--- src/rtl/gin_ingress_fifo.sv ---
// gin_ingress_fifo: tagged first-word-fall-through ingress FIFO feeding the GIN X-bus master port.
// Define GIN_INGRESS_BYPASS_EN for a zero-latency path through an empty FIFO.
`ifndef XID_BITS
`define XID_BITS 4
`endif
`ifndef DATA_BITS
`define DATA_BITS 8
`endif
module gin_ingress_fifo #(
    parameter int DEPTH   = 4,
    parameter int ID_SIZE = `XID_BITS,
    parameter int DATA_W  = `DATA_BITS
) (
    input  logic                       clk,
    input  logic                       rst,
    input  logic                       flush,
    input  logic                       in_valid,
    input  logic [ID_SIZE-1:0]         in_tag,
    input  logic [DATA_W-1:0]          in_data,
    output logic                       in_ready,
    output logic [ID_SIZE-1:0]         tag,
    output logic                       master_valid,
    output logic [DATA_W-1:0]          master_data,
    input  logic                       master_ready,
    output logic [$clog2(DEPTH+1)-1:0] count
);
    localparam int AW = $clog2(DEPTH);
    localparam int CW = $clog2(DEPTH+1);
    logic [ID_SIZE+DATA_W-1:0] mem [DEPTH];
    logic [AW-1:0] wr_ptr, rd_ptr;
    logic stored_valid, bypass, push, pop;
`ifdef GIN_INGRESS_BYPASS_EN
    assign bypass = ~stored_valid && in_valid && master_ready;
`else
    assign bypass = 1'b0;
`endif
    assign stored_valid = count != '0;
    assign in_ready     = count != CW'(DEPTH);
    assign push         = in_valid && in_ready && !bypass;
    assign pop          = stored_valid && master_ready;
    assign master_valid = stored_valid || bypass;
    // Idle bus sees zeros rather than stale storage.
    assign {tag, master_data} = stored_valid ? mem[rd_ptr] :
                                bypass       ? {in_tag, in_data} : '0;
    always_ff @(posedge clk) begin
        if (rst || flush) begin
            wr_ptr <= '0;
            rd_ptr <= '0;
            count  <= '0;
        end else begin
            if (push) wr_ptr <= wr_ptr + 1'b1;
            if (pop) rd_ptr <= rd_ptr + 1'b1;
            count <= count + CW'(push) - CW'(pop);
        end
    end
    always_ff @(posedge clk) begin
        if (push) mem[wr_ptr] <= {in_tag, in_data};
    end
endmodule

--- config.mk ---
export PLATFORM = sky130hd
export DESIGN_NAME = gin_ingress_fifo
export DESIGN_NICKNAME = d
export VERILOG_FILES = /design/src/rtl/gin_ingress_fifo.sv
export SDC_FILE = /design/constraint.sdc
export NUM_CORES = 1
export LEC_CHECK = 0
export CORE_UTILIZATION = 30
export DETAILED_ROUTE_END_ITERATION = 8
export SKIP_CTS_REPAIR_TIMING = 1
export SLEW_MARGIN = 15
export SYNTH_ARGS = -nofsm -noshare
export SYNTH_HDL_FRONTEND = slang
export SYNTH_SLANG_ARGS = --single-unit
--- constraint.sdc ---
create_clock -name clk -period 2.2 [get_ports clk]
set_clock_uncertainty 0.15 [all_clocks]
set_input_delay 0.33 -clock clk [delete_from_list [all_inputs] [get_ports clk]]
set_output_delay 0.33 -clock clk [all_outputs]
set_load 0.01 [all_outputs]
==> results of run 1 <==
## area by class of cell
type,instances,area share (%)
Timing Repair Buffer,58,18.1
Tap cell,102,3.82
Clock inverter,7,2.55
Clock buffer,9,3.71
Multi-Input combinational cell,58,22.3
Sequential cell,57,48.9
Inverter,5,0.562
## logic make-up (layout without fill, tap and decap cells)
group / Yosys count / count (layout) / synth area share, %
compound gates: 3 / 3 / 0.787
buf+inv: 9 / 79 / 2.41
simple gates: 31 / 31 / 11.3
flops: 57 / 57 / 68.0
xor+xnor: 3 / 3 / 1.10
mux: 14 / 14 / 12.5
fa+ha+maj: 7 / 7 / 3.99
## stage by stage
step                      setup TNS, ns  setup slack, ns  instance area, um^2  util [%]  hold WS [ns]
after floorplan                  -0.144           -0.144                 2400         -         0.241
after global placement           -0.356           -0.251                 2950      38.2         0.322
after detailed placement         -0.614           -0.369                 2950      38.2         0.351
after CTS                         -4.00           -0.415                 3160      40.9         0.362
after global routing             -0.213           -0.161                 3340      43.2         0.397
final                            -0.105           -0.105                 3340      43.2         0.357
## worst min-delay path by stage
stage	from	end	slack, ns	cells after the start
floorplan	rst	count[1]	0.24	1
global placement	rd_ptr[0]	rd_ptr[0]	0.32	2
detailed placement	wr_ptr[1]	wr_ptr[1]	0.35	2
CTS	wr_ptr[1]	wr_ptr[1]	0.36	2
global route	wr_ptr[1]	wr_ptr[1]	0.40	2
finish	wr_ptr[1]	wr_ptr[1]	0.36	2
## worst max-delay path: stages
cell,delay [ns]
sky130_fd_sc_hd__clkdlybuf4s50_1,0.51
sky130_fd_sc_hd__nor2b_2,0.27
sky130_fd_sc_hd__ha_4,0.24
sky130_fd_sc_hd__inv_2,0.05
sky130_fd_sc_hd__ha_4,0.12
sky130_fd_sc_hd__inv_2,0.04
sky130_fd_sc_hd__fa_2,0.39
sky130_fd_sc_hd__xnor2_2,0.14
sky130_fd_sc_hd__xnor2_1,0.12
sky130_fd_sc_hd__and2_1,0.15
## report_power, final
part | internal, uW | leakage, uW | switching (uW) | total (uW)
clock | 625 | 0.000104 | 383 | 1010
combinational | 222 | 0.000747 | 156 | 378
sequential | 1200 | 0.000516 | 11.7 | 1220
## state kept, by name (all words and copies together) (netlist names), named ones only
| signal | cells |
|---|---|
| mem | 48 |
| wr_ptr | 2 |
| count | 3 |
| rd_ptr | 2 |
## cell usage in the layout, fill, tap and decap left out, types with 2 or more instances in the layout
master and n:
sky130_fd_sc_hd__and3_1 4, sky130_fd_sc_hd__inv_1 3, sky130_fd_sc_hd__mux4_2 12, sky130_fd_sc_hd__dlymetal6s2s_1 13
sky130_fd_sc_hd__ha_1 4, sky130_fd_sc_hd__clkbuf_8 9, sky130_fd_sc_hd__clkinv_1 2, sky130_fd_sc_hd__mux2i_1 2
sky130_fd_sc_hd__and2_1 2, sky130_fd_sc_hd__ha_4 2, sky130_fd_sc_hd__dfxtp_4 3, sky130_fd_sc_hd__inv_2 2
sky130_fd_sc_hd__o21ai_0 2, sky130_fd_sc_hd__buf_4 20, sky130_fd_sc_hd__nor2b_4 10, sky130_fd_sc_hd__nor3_1 2
sky130_fd_sc_hd__bufinv_16 2, sky130_fd_sc_hd__dfxtp_1 5, sky130_fd_sc_hd__buf_12 3, sky130_fd_sc_hd__nand2_1 5
sky130_fd_sc_hd__edfxtp_1 48, sky130_fd_sc_hd__clkdlybuf4s50_1 19, sky130_fd_sc_hd__clkinv_2 2
## metal layers
metal / global-route usage [%] / up-vias / part of all wire, %
li1: - / 603 / -
met1: 12.7 / 639 / 42
met2: 20.4 / 38 / 52
met3: 5.28 / 2 / 5.3
met4: 3.97 / 0 / 0.48
met5: 0 / - / 0
==> Flow_metrics.wiki, run 1 <==
{| class="wikitable"
! Metric !! Value
|-
| Max-slew violation total from the final report || 0
|-
| RePlAce Congestion || 0.841
|-
| Worst endpoint data arrival time || 2.37 ns
|-
| Tmin final || 2.31 ns
|-
| Antenna violations before repair || 0
|-
| Worst reg-to-reg path cell count || 11
|-
| Most used flip-flop cell after synthesis || sky130_fd_sc_hd__edfxtp_1
|-
| Hpwl dp || 2.86 mm
|-
| Most instantiated cells after synthesis || 48 x sky130_fd_sc_hd__edfxtp_1, 10 x sky130_fd_sc_hd__mux4_2, 10 x sky130_fd_sc_hd__nor2b_4, 9 x sky130_fd_sc_hd__dfxtp_1, 6 x sky130_fd_sc_hd__ha_1
|-
| Remaining global-route overflow || 0
|-
| CP Data Required Time || 2.26 ns
|-
| Quantity of I/O buffers inserted on ports || 33
|-
| CTS tree || done
|-
| 1st-iter DRT viols || 68
|-
| Starting utilization of the core area || 30.9%
|-
| Longest Clk Path Bufs || 2
|-
| Ports placed on the boundary || 34
|-
| Net Count, Synth || 148
|-
| Total number of vias || 1,282
|-
| Clk pin slew, worst setup/hold paths || 0.06 ns
|-
| F_max || 434 MHz
|-
| Global-route wire length before repair || 7.08 mm
|-
| DRC violation count after routing || 0
|-
| Routed WL per cell || 15.6 um
|-
| Clock tree root buffer cell || sky130_fd_sc_hd__clkbuf_8
|-
| RSZ-0062 raised after global routing || true
|-
| Area of the die || 8310 um^2
|-
| Cell accounting for the most synthesized area || sky130_fd_sc_hd__edfxtp_1
|-
| Max Cap Viol || 0
|-
| Area growth syn-to-layout || 40.0%
|-
| Share of Yosys cell area claimed by the top area cell type || 60.4%
|-
| Mean instance size in the synthesized netlist || 19.2 um^2
|-
| Inserted Clock Buffers || 9
|-
| Leakage power || 0.00137 uW
|-
| Core region area || 7730 um^2
|-
| Peak supply drop || 0.000382 V
|-
| Slew at the pin closest to its max-slew limit || 0.446 ns
|-
| Number of nets still failing antenna checks after routing || 0
|-
| Number of endpoints with negative hold slack in the final report || 0
|-
| Synthesized area || 2390 um^2
|-
| Share of async-settable or async-resettable flops after synthesis || 0%
|-
| Final wirelength || 4.61 mm
|-
| CP Max Fanout || 3
|-
| Number of standard cells in the final layout excluding fillers || 296
|-
| Fraction of layout instances using a drive strength above 1 || 39.2%
|-
| Std cell rows || 32
|-
| Largest net degree at the start of global routing || 15
|-
| First-pass iteration count of the detailed router || 5
|-
| Synthesis warning total || 0
|-
| Cell variety after synth || 26
|-
| Critical Path Source || master_ready
|-
| Net total in the final layout || 213
|-
| Final worst setup slack || -0.105 ns
|-
| Count of flip-flops with a built-in enable after synthesis || 48
|-
| Cell count after placement || 269
|-
| Top area cells in the synthesized netlist || sky130_fd_sc_hd__edfxtp_1 60%, sky130_fd_sc_hd__mux4_2 9.4%, sky130_fd_sc_hd__dfxtp_1 7.6%
|-
| Failing checks || negative setup slack
|-
| Layout fillers || 666
|-
| Relative slew slack || 69.9%
|-
| Final Setup Violations || 1
|-
| Total global-route track usage || 11.7%
|-
| Post-synthesis sequential area ratio || 68.0%
|-
| CP Launch Type || input port
|-
| Worst reg2reg setup slack || -0.09 ns
|-
| Outcome || complete, but fails checks
|-
| Number of cells produced by synthesis || 124
|-
| Vias in the first global route || 1,438
|-
| Min-delay worst type || reg -> reg
|-
| Library cell with the highest instance count after synthesis || sky130_fd_sc_hd__edfxtp_1
|-
| Share of the clock period used by the worst path after layout || 105%
|-
| Vertical die dimension || 91.2 um
|-
| Area taken by multi-input logic gates || 746 um^2
|-
| Number of vias per cell || 4.33
|-
| Horizontal die dimension || 91.2 um
|-
| Power density over the cells || 779 nW/um^2
|-
| H-tree levels || 3
|-
| Total of flip-flops plus latches after synthesis || 57
|-
| Category of the most critical setup path || in -> reg
|-
| Insertion delay to the later sink of the worst-skew pair || 0.32 ns
|-
| Crit path capture || count[2]
|-
| # diodes || 0
|-
| FF-to-FF End || count[2]
|-
| Critical path capture point type || flop
|-
| Reg2reg start || count[0]
|-
| Clock tree sinks || 57
|-
| Overall power consumption || 2600 uW
|-
| Area taken by flip-flops and latches || 1630 um^2
|}
(Power assumes the default switching activity.)
==> inputs of run 2 (changes only) <==
--- a/config.mk
+++ b/config.mk
@@ -5,6 +5,7 @@
 export SDC_FILE = /design/constraint.sdc
 export NUM_CORES = 1
 export LEC_CHECK = 0
+export ABC_CLOCK_PERIOD_IN_PS = 2200
 export CORE_UTILIZATION = 30
 export DETAILED_ROUTE_END_ITERATION = 8
 export SKIP_CTS_REPAIR_TIMING = 1
==> results of run 2 <==
The final DEF is identical to that of run 1; final timing and power are the same.
